## src/rtl/gbar_core_client_pkg.sv

```systemverilog
// Shared definitions for the core-side global barrier client.
package gbar_core_client_pkg;

   localparam int unsigned GBAR_NUM_BARRIERS = 8;
   localparam int unsigned GBAR_NUM_WARPS    = 4;
   localparam int unsigned GBAR_NUM_CORES    = 4;

   localparam int unsigned NB_WIDTH = $clog2(GBAR_NUM_BARRIERS);
   localparam int unsigned NW_WIDTH = $clog2(GBAR_NUM_WARPS);
   localparam int unsigned NC_WIDTH = $clog2(GBAR_NUM_CORES);

   typedef struct packed {
      logic [NB_WIDTH-1:0] id;
      logic [NC_WIDTH-1:0] size_m1;
      logic [NC_WIDTH-1:0] core_id;
   } gbar_req_data_t;

   typedef struct packed {
      logic [NB_WIDTH-1:0] id;
   } gbar_rsp_data_t;

   typedef enum logic [1:0] {
      GB_IDLE    = 2'd0,
      GB_COLLECT = 2'd1,
      GB_SEND    = 2'd2,
      GB_WAIT    = 2'd3
   } gbar_state_e;

endpackage

```

## src/rtl/gbar_core_client_req_picker.sv

```systemverilog
// Lowest-index selection over a vector of request flags.
module gbar_req_picker #(
   parameter int unsigned N  = 8,
   parameter int unsigned IW = (N > 1) ? $clog2(N) : 1
) (
   input  logic [N-1:0]  flags,
   output logic          valid,
   output logic [IW-1:0] index
);

   always_comb begin
      valid = |flags;
      index = '0;
      for (int i = N - 1; i >= 0; i--) begin
         if (flags[i]) index = IW'(i);
      end
   end

endmodule

```

## src/rtl/gbar_core_client.sv

```systemverilog
// Collects local warp arrivals per global barrier, issues one request per
// barrier to the cluster unit and releases the warps on the broadcast response.
module gbar_core_client
   import gbar_core_client_pkg::*;
#(
   parameter int unsigned NUM_BARRIERS = GBAR_NUM_BARRIERS,
   parameter int unsigned NUM_WARPS    = GBAR_NUM_WARPS,
   parameter int unsigned NUM_CORES    = GBAR_NUM_CORES,
   parameter int unsigned CORE_ID      = 0,
   localparam int unsigned BAR_W  = (NUM_BARRIERS > 1) ? $clog2(NUM_BARRIERS) : 1,
   localparam int unsigned WARP_W = (NUM_WARPS > 1) ? $clog2(NUM_WARPS) : 1,
   localparam int unsigned CORE_W = (NUM_CORES > 1) ? $clog2(NUM_CORES) : 1
) (
   input  logic                 clk,
   input  logic                 reset,
   input  logic                 arrive_valid,
   output logic                 arrive_ready,
   input  logic [WARP_W-1:0]    arrive_wid,
   input  logic [BAR_W-1:0]     arrive_bar_id,
   input  logic [WARP_W-1:0]    arrive_wcnt_m1,
   input  logic [CORE_W-1:0]    arrive_ccnt_m1,
   output logic                 gbar_req_valid,
   input  logic                 gbar_req_ready,
   output logic [BAR_W-1:0]     gbar_req_id,
   output logic [CORE_W-1:0]    gbar_req_size_m1,
   output logic [CORE_W-1:0]    gbar_req_core_id,
   input  logic                 gbar_rsp_valid,
   input  logic [BAR_W-1:0]     gbar_rsp_id,
   output logic                 release_valid,
   output logic [BAR_W-1:0]     release_bar_id,
   output logic [NUM_WARPS-1:0] release_wmask
);

   localparam int unsigned PC_W = $clog2(NUM_WARPS + 1);

   gbar_state_e              state_q [NUM_BARRIERS];
   gbar_state_e              state_d [NUM_BARRIERS];
   logic [NUM_WARPS-1:0]     mask_q  [NUM_BARRIERS];
   logic [NUM_WARPS-1:0]     mask_d  [NUM_BARRIERS];
   logic [CORE_W-1:0]        ccnt_q  [NUM_BARRIERS];
   logic [CORE_W-1:0]        ccnt_d  [NUM_BARRIERS];

   logic                     req_valid_d;
   logic [BAR_W-1:0]         req_id_d;
   logic [CORE_W-1:0]        req_size_d;
   logic                     rel_valid_d;
   logic [BAR_W-1:0]         rel_id_d;
   logic [NUM_WARPS-1:0]     rel_mask_d;

   logic                     arr_fire;
   logic                     arr_done;
   logic [NUM_WARPS-1:0]     arr_mask;
   logic                     req_fire;
   logic                     rsp_hit;
   logic [NUM_BARRIERS-1:0]  send_flags;
   logic                     pick_valid;
   logic [BAR_W-1:0]         pick_idx;

   function automatic logic [PC_W-1:0] popcount(input logic [NUM_WARPS-1:0] m);
      popcount = '0;
      for (int i = 0; i < NUM_WARPS; i++) popcount = popcount + PC_W'(m[i]);
   endfunction

   assign arrive_ready = (state_q[arrive_bar_id] == GB_IDLE) ||
                         (state_q[arrive_bar_id] == GB_COLLECT);
   assign gbar_req_core_id = CORE_W'(CORE_ID);

   gbar_req_picker #(.N(NUM_BARRIERS), .IW(BAR_W)) u_picker (
      .flags (send_flags),
      .valid (pick_valid),
      .index (pick_idx)
   );

   // Per-barrier next state, request register reload and release pulse.
   always_comb begin
      state_d     = state_q;
      mask_d      = mask_q;
      ccnt_d      = ccnt_q;
      req_valid_d = gbar_req_valid && !gbar_req_ready;
      req_id_d    = gbar_req_id;
      req_size_d  = gbar_req_size_m1;
      rel_valid_d = 1'b0;
      rel_id_d    = release_bar_id;
      rel_mask_d  = '0;

      arr_fire = arrive_valid && arrive_ready;
      arr_mask = mask_q[arrive_bar_id] | (NUM_WARPS'(1) << arrive_wid);
      arr_done = popcount(arr_mask) == (PC_W'(arrive_wcnt_m1) + PC_W'(1));
      req_fire = gbar_req_valid && gbar_req_ready;
      rsp_hit  = gbar_rsp_valid && (state_q[gbar_rsp_id] == GB_WAIT);

      if (arr_fire) begin
         mask_d[arrive_bar_id]  = arr_mask;
         ccnt_d[arrive_bar_id]  = arrive_ccnt_m1;
         state_d[arrive_bar_id] = arr_done ? GB_SEND : GB_COLLECT;
      end
      if (req_fire) state_d[gbar_req_id] = GB_WAIT;
      if (rsp_hit) begin
         state_d[gbar_rsp_id] = GB_IDLE;
         mask_d[gbar_rsp_id]  = '0;
         rel_valid_d          = 1'b1;
         rel_id_d             = gbar_rsp_id;
         rel_mask_d           = mask_q[gbar_rsp_id];
      end

      // A barrier completing this cycle is eligible immediately; the held one never is.
      for (int b = 0; b < NUM_BARRIERS; b++) begin
         send_flags[b] = ((state_q[b] == GB_SEND) ||
                          (arr_fire && arr_done && (arrive_bar_id == BAR_W'(b)))) &&
                         !(gbar_req_valid && (gbar_req_id == BAR_W'(b)));
      end

      if ((!gbar_req_valid || gbar_req_ready) && pick_valid) begin
         req_valid_d = 1'b1;
         req_id_d    = pick_idx;
         req_size_d  = ccnt_d[pick_idx];
      end
   end

   always_ff @(posedge clk) begin
      if (reset) begin
         for (int b = 0; b < NUM_BARRIERS; b++) begin
            state_q[b] <= GB_IDLE;
            mask_q[b]  <= '0;
            ccnt_q[b]  <= '0;
         end
         gbar_req_valid   <= 1'b0;
         gbar_req_id      <= '0;
         gbar_req_size_m1 <= '0;
         release_valid    <= 1'b0;
         release_bar_id   <= '0;
         release_wmask    <= '0;
      end else begin
         state_q          <= state_d;
         mask_q           <= mask_d;
         ccnt_q           <= ccnt_d;
         gbar_req_valid   <= req_valid_d;
         gbar_req_id      <= req_id_d;
         gbar_req_size_m1 <= req_size_d;
         release_valid    <= rel_valid_d;
         release_bar_id   <= rel_id_d;
         release_wmask    <= rel_mask_d;
      end
   end

endmodule
```

## config.mk

```make
export PLATFORM = sky130hd
export DESIGN_NAME = gbar_core_client
export DESIGN_NICKNAME = d
export VERILOG_FILES = /design/src/rtl/gbar_core_client_pkg.sv /design/src/rtl/gbar_core_client_req_picker.sv /design/src/rtl/gbar_core_client.sv
export SDC_FILE = /design/constraint.sdc
export NUM_CORES = 1
export LEC_CHECK = 0
export CAP_MARGIN = 15
export CORE_MARGIN = 2
export CORE_UTILIZATION = 59
export DETAILED_ROUTE_END_ITERATION = 7
export PLACE_DENSITY = 0.8
export SYNTH_ARGS = -nofsm -noshare
export SYNTH_HDL_FRONTEND = slang
export SYNTH_HIERARCHICAL = 1
export SYNTH_SLANG_ARGS = --single-unit
export TNS_END_PERCENT = 1
```

## constraint.sdc

```tcl
create_clock -name clk -period 6.95 [get_ports clk]
set_clock_uncertainty 0.15 [all_clocks]
set_input_delay 1.39 -clock clk [delete_from_list [all_inputs] [get_ports clk]]
set_output_delay 1.39 -clock clk [all_outputs]
set_load 0.02 [all_outputs]
```

# Word level (Yosys, flattened, before mapping)
# Cells that the tools add are included.
[classes]
add_sub_neg = 4
n_lt_le_gt_ge = 7
n_eq_ne = 25
shifts = 1
muxes = 45
bitwise = 11
n_reduce_logical = 58
[ops]
columns = ["cell", "count"]
rows = [
  ["two-way mux 16 bit", 4],
  ["two-way mux 32 bit", 2],
  ["logical AND 1 bit", 33],
  ["AND 32 bit", 1],
  ["bitwise mux 16 bit", 2],
  ["bitwise mux 32 bit", 1],
  ["inverter 32 bit", 1],
  ["binary-select mux 4 bit (select 3 bit)", 2],
  ["demux 4 bit (select 3 bit)", 2],
  ["equality test 3 bit (second input constant)", 8],
  ["two-way mux 3 bit", 8],
  ["two-way mux 4 bit", 6],
  ["two-way mux 2 bit", 10],
  ["binary-select mux 2 bit (select 3 bit)", 3],
  ["demux 2 bit (select 3 bit)", 3],
  ["equality test 2 bit (second input constant)", 9],
  ["AND 16 bit", 1],
  [">= comparator 4 bit (second input constant)", 4],
  ["inverter 16 bit", 1],
  ["inverter 3 -> 4 bit", 4],
  ["bitwise OR 16 bit", 1],
  ["equality test 3 x 2 -> 1 bit (second input constant)", 4],
  ["< comparator 4 x 1 -> 1 bit (second input constant)", 3],
  ["logical NOT 1 bit", 10],
  ["16 further kinds", 28],
]
[totals]
regBits = 78
input_bits = 17
output_inout_bits = 17
elab_cells = 181

# Logic depth before layout (Yosys ltp)
[logic_depth]
word_depth = 25
depth_mapped = 21
depth_no_buf = 20

# Hierarchy
# Netlist, hierarchy kept.
[modules_own_cells]
columns = ["mod", "instances", "cells_each", "area_each_um2", "seq_area_each_um2"]
rows = [
  ["gbar_core_client", 1, 490, 4446.8, 1561.5],
  ["gbar_req_picker", 1, 13, 81.3, 0.0],
]

# Least setup slack after synthesis
# Ideal clock, no wire load.
[synth_path]
path_kind = "input -> register"
from = "input arrive_bar_id[0]"
to = "register gbar_req_size_m1[0]"
setup_ns = 0.125
arrival_ns = 6.186
required_time_ns = 6.675
setup_slack_ns = 0.489
cell_stages = 20
n_path_buf = 3
cell_sequence = "buf_4 buf_6 mux4_2 a221oi_2 inv_1 fa_1 ha_1 ha_1 xor2_1 nor3_1 and4_1 a21oi_1 a41oi_1 o21ai_0 a21boi_0 clkbuf_1 nor2b_1 o311ai_0 a32oi_1 o31ai_1"
[synth_between]
elab_chain_cells = 25
elab_cells_between_ends = 70
cone_classes = "3 x add/sub; 2 x order compare; 9 x eq/ne; 21 x mux; 3 x bitwise; 32 x reduce/logical"
[synth_lines]
columns = ["element", "line_no", "rtl"]
rows = [
  ["from (decl)", "gbar_core_client.sv:19", "input logic [BAR_W-1:0] arrive_bar_id,"],
  ["inverter 3 -> 4 bit (implied by the code)", "gbar_core_client.sv:64, gbar_core_client.sv:65, gbar_core_client.sv:87", ""],
  ["binary-select mux 4 bit (select 3 bit)", "gbar_core_client.sv:87", "arr_mask = mask_q[arrive_bar_id] | (NUM_WARPS'(1) << arrive_wid);"],
  ["two-way mux 4 bit (implied by the code) (2 in a row)", "gbar_core_client.sv:87", ""],
  ["bitwise OR 4 bit", "gbar_core_client.sv:87", ""],
  ["adder 1 x 1 -> 2 bit", "gbar_core_client.sv:61", "for (int i = 0; i < NUM_WARPS; i++) popcount = popcount + PC_W'(m[i]);"],
  ["adder 2 x 1 -> 3 bit", "gbar_core_client.sv:61", ""],
  ["adder 3 x 1 -> 3 bit", "gbar_core_client.sv:61", ""],
  ["equality test 3 bit", "gbar_core_client.sv:88", "arr_done = popcount(arr_mask) == (PC_W'(arrive_wcnt_m1) + PC_W'(1));"],
  ["(+2 left out)", "--", ""],
  ["logical OR 1 bit *", "gbar_core_client.sv:108", "send_flags[b] = ((state_q[b] == GB_SEND) ||"],
  ["logical AND 1 bit *", "gbar_core_client.sv:109", "(arr_fire && arr_done && (arrive_bar_id == BAR_W'(b)))) &&"],
  ["net send_flags[7]", "gbar_core_client.sv:55", "logic [NUM_BARRIERS-1:0] send_flags;"],
  ["two-way mux 3 bit * (8 in a row)", "gbar_core_client_req_picker.sv:15", "if (flags[i]) index = IW'(i);"],
  ["net pick_idx[1]", "gbar_core_client.sv:57", "logic [BAR_W-1:0] pick_idx;"],
  ["inverter 3 -> 4 bit (implied by the code) *", "gbar_core_client.sv:116", "req_size_d = ccnt_d[pick_idx];"],
  ["binary-select mux 2 bit (select 3 bit) *", "gbar_core_client.sv:116", ""],
  ["two-way mux 2 bit (implied by the code) * (2 in a row)", "gbar_core_client.sv:116", ""],
  ["to (signal assigned)", "gbar_core_client.sv:139", "gbar_req_size_m1 <= req_size_d;"],
  ["to (decl)", "gbar_core_client.sv:25", "output logic [CORE_W-1:0] gbar_req_size_m1,"],
]
# The timed path passes the listed nets; every way through them passes the cells marked *. The select of a mux whose other input is x is not followed.
# A chain may end at the register's enable or synchronous reset.

# Worst setup path in the final report
# Ends and elaborated chain as after synthesis.

==> impl_metrics.toml <==
[yosys]
netlist_area_mm2 = 0.004528
ys.warnings.count = 6
syn_area_per_cell_um2 = 9.002
yosys_register_bits = 78
ys_types = 76
synth_cells = 503
ys_seq_area_share_pct = 34.48
synth_edf_count = 0
postSynth.asyncResetShare_pct = 0
synth_flop_cell = "dfxtp_1"

[worst_setup_path]
cp_cell_sequence = "clkdlybuf4s50_1 -> buf_4 -> mux4_2 -> a21boi_2 -> inv_1 -> fa_1 -> ha_1 -> ha_1 -> xor2_1 -> nor3_1 -> buf_4 -> and4_1 -> a21oi_1 -> a41oi_1 -> a21oi_1 -> o41ai_1 -> buf_4 -> inv_1 -> nor2_1 -> a32oi_1 -> a32oi_1 -> o31ai_1"
worstPathRequired_ps = 7040
cp-startpoint = "arrive_bar_id[0]"
r2r_end = "gbar_req_size_m1[0]"
critPathKind = "in -> reg"
cpMaxStageDelayCell = "clkdlybuf4s50_1"
rr_startpoint = "mask_q[1]"
cp-endpoint = "gbar_req_size_m1[0]"
worst_path_most_repeated_cell = "buf_4"
r2r_slack_ps = 1920
cpPeakStageDelay_ps = 690
arrival_ps = 6590
critPathMaxFanout = 18
critPathLaunchType = "primary input"
r2r_cells = 21
critPathCaptureType = "flop"

[clocking]
cts_buffer_depth = 2
hold_buffers = 0
path_clk_slew_ps = 80
htreeDepth = 3
post_cts_buffers = 0
cts_sinks = 78
cts_root_buf = "clkbuf_8"
tritoncts = "built"
cts_buffers = 9
cts_resized = 0
clock_latency_ps = 350

[outcome]
outcome = "completed"

[global_route]
grt-ovfl-total = 0
grt_max_degree = 45
grt_pass1_vias = 3990
antenna_found_initial = 0
grt_pass1_wl_um = 20870
grt_use_total_pct = 31.57

[placed_design]
place.gp.congestion = 0.9458
place.port_buffers = 31
dp_slack_ps = 189.4
dp_hpwl_um = 8629

[route]
wirelength_um = 12770
drt.antenna.violating_nets = 0
post_drt_wl_per_cell_um = 20.30
drt_iter0_drc = 480
drt-pass1-iter-count = 6
routed.top_layer = "met4"
num_vias = 4190
dr_wl_met2_um = 5952
viasPerCell = 6.661
drc_errors = 0
met3_wirelength_um = 1308
wl_met1_um = 5154

[timing]
fmax_mhz = 153.8
drv_slew = 0
rsz0062_at_grt = "false"
finalHoldViolCount = 0
final.period_utilization_pct = 93.57
fin_crit_ps = 6503
maxSlewHeadroom_pct = 29.11
finalSetupViolations = 0
setup_ws_ps = 447.1
tightest_slew_ps = 1060
tns_ps = 0

[floorplan]
fp.dieW_um = 91.61
rows = 31
core-area_mm2 = 0.007331
initial_utilization_pct = 61.77
dieArea_mm2 = 0.008391
die_y_um = 91.61
ios = 34

[finish]
mostFrequentLayoutCells = "nor2_1, dfxtp_1, a21oi_1, clkdlybuf4s50_1, a211oi_1"
nFillCells = 541
drive_above_1_share_pct = 14.53
synthToLayoutAreaGrowth_pct = 13.65
nNetsFinal = 547
final_common_cell = "nor2_1"
n_antenna_cell = 0

[power]
cellPowerDensity_mw_per_mm2 = 216.2
ir_worst_vdd_mv = 0.1091
p_leak_nw = 1.812

[min_path]
hold_path.class = "reg -> reg"

[flow_run]
drv_cap = 0
[cell type report]
type                    instances  area (µm²)  area share [%]
clock inverters                 6       111.4           2.164
repair buffers                 49       445.4           8.655
well taps                      99       123.9           2.407
inverters                      20       75.07           1.459
flip-flops and latches         78        1562           30.34
clock buffers                   9       123.9           2.407
multi-input cells             368        2705           52.56
[worst max-delay path, delay by kind of cell]
| family | cells | cell delay (ps) |
|---|---|---|
| buf+inv | 6 | 1550 |
| compound gates | 8 | 1420 |
| fa+ha+maj | 3 | 960 |
| simple gates | 3 | 570 |
| mux | 1 | 540 |
| xor+xnor | 1 | 150 |
[metal layers]
metal,GRT usage [%],vias to the layer above
met2,50.49,284
met4,10.23,0
met5,0,-
met3,7.469,38
li1,-,1899
met1,42.08,1969
[per-stage QoR]
stage	cell area (µm²)	total power [mW]	std cells	hold WS (ps)	utilization (%)
after floorplan	4532	0.6371	504	302.9	-
after global placement	4911	0.6969	614	313.9	66.99
after detailed placement	4911	0.7033	614	318.7	66.99
after CTS	5146	1.107	629	330.5	70.20
after global routing	5146	1.151	629	356.6	70.20
final	5146	1.113	629	329.9	70.20
[report_power, final]
| part | internal, mW | switching [mW] | leakage, nW |
|---|---|---|---|
| Combinational | 0.0898 | 0.129 | 1.06 |
| Sequential | 0.464 | 0.0188 | 0.632 |
| Clock | 0.237 | 0.174 | 0.115 |
[kinds of logic (layout without fill, tap and decap cells)]
logic type               count (synthesis)  in the layout  share of synthesized area, %
XOR/XNOR                                 3              3                        0.5804
buffers and inverters                   58             84                         5.858
multiplexers                            32             32                         11.00
flip-flops                              78             78                         34.48
other                                    1              2                       0.08282
AO/OA/AOI/OAI                          133            133                         24.18
adder cells (fa/ha/maj)                  4              4                         1.271
AND/OR/NAND/NOR                        194            194                         22.55
[state kept, by name, indices dropped and copies added (netlist names)]
name,count
release_valid,1
mask_q,32
release_wmask,4
ccnt_q,16
release_bar_id,3
gbar_req_id,3
gbar_req_size_m1,2
state_q,16
gbar_req_valid,1
[worst min-delay path by stage]
stage | depth (start not counted) | start | slack (ps) | to
6_report | 2 | release_bar_id[0] | 330 | release_bar_id[0]
5_1_grt | 2 | ccnt_q[7] | 360 | ccnt_q[7]
4_1_cts | 2 | release_bar_id[0] | 330 | release_bar_id[0]
3_5_place_dp | 2 | release_bar_id[0] | 320 | release_bar_id[0]
3_3_place_gp | 2 | release_bar_id[2] | 310 | release_bar_id[2]
2_1_floorplan | 2 | ccnt_q[6] | 300 | ccnt_q[6]
[cell usage after synthesis, drive strengths merged (3+ instances only)]
cell	instances	area share, %
o31ai	3	0.72
nand3	11	1.2
ha	3	0.83
a211oi	24	4.0
nand2	22	1.8
dfxtp	78	34
o211ai	4	0.88
buf	17	2.5
o22a	11	2.1
nor3	20	2.3
mux4	14	7.0
nand2b	4	0.55
o41ai	6	2.4
mux2i	16	3.5
clkbuf	21	1.7
nor2	84	7.1
a21boi	6	1.1
a21oi	32	3.5
and2	9	1.2
nand3b	8	1.3
o21ai	11	1.2
a2111oi	8	2.3
nor2b	11	1.5
or3b	3	0.58
a22oi	5	0.83
inv	20	1.7
Note: power is estimated with default switching activity, not from simulation.
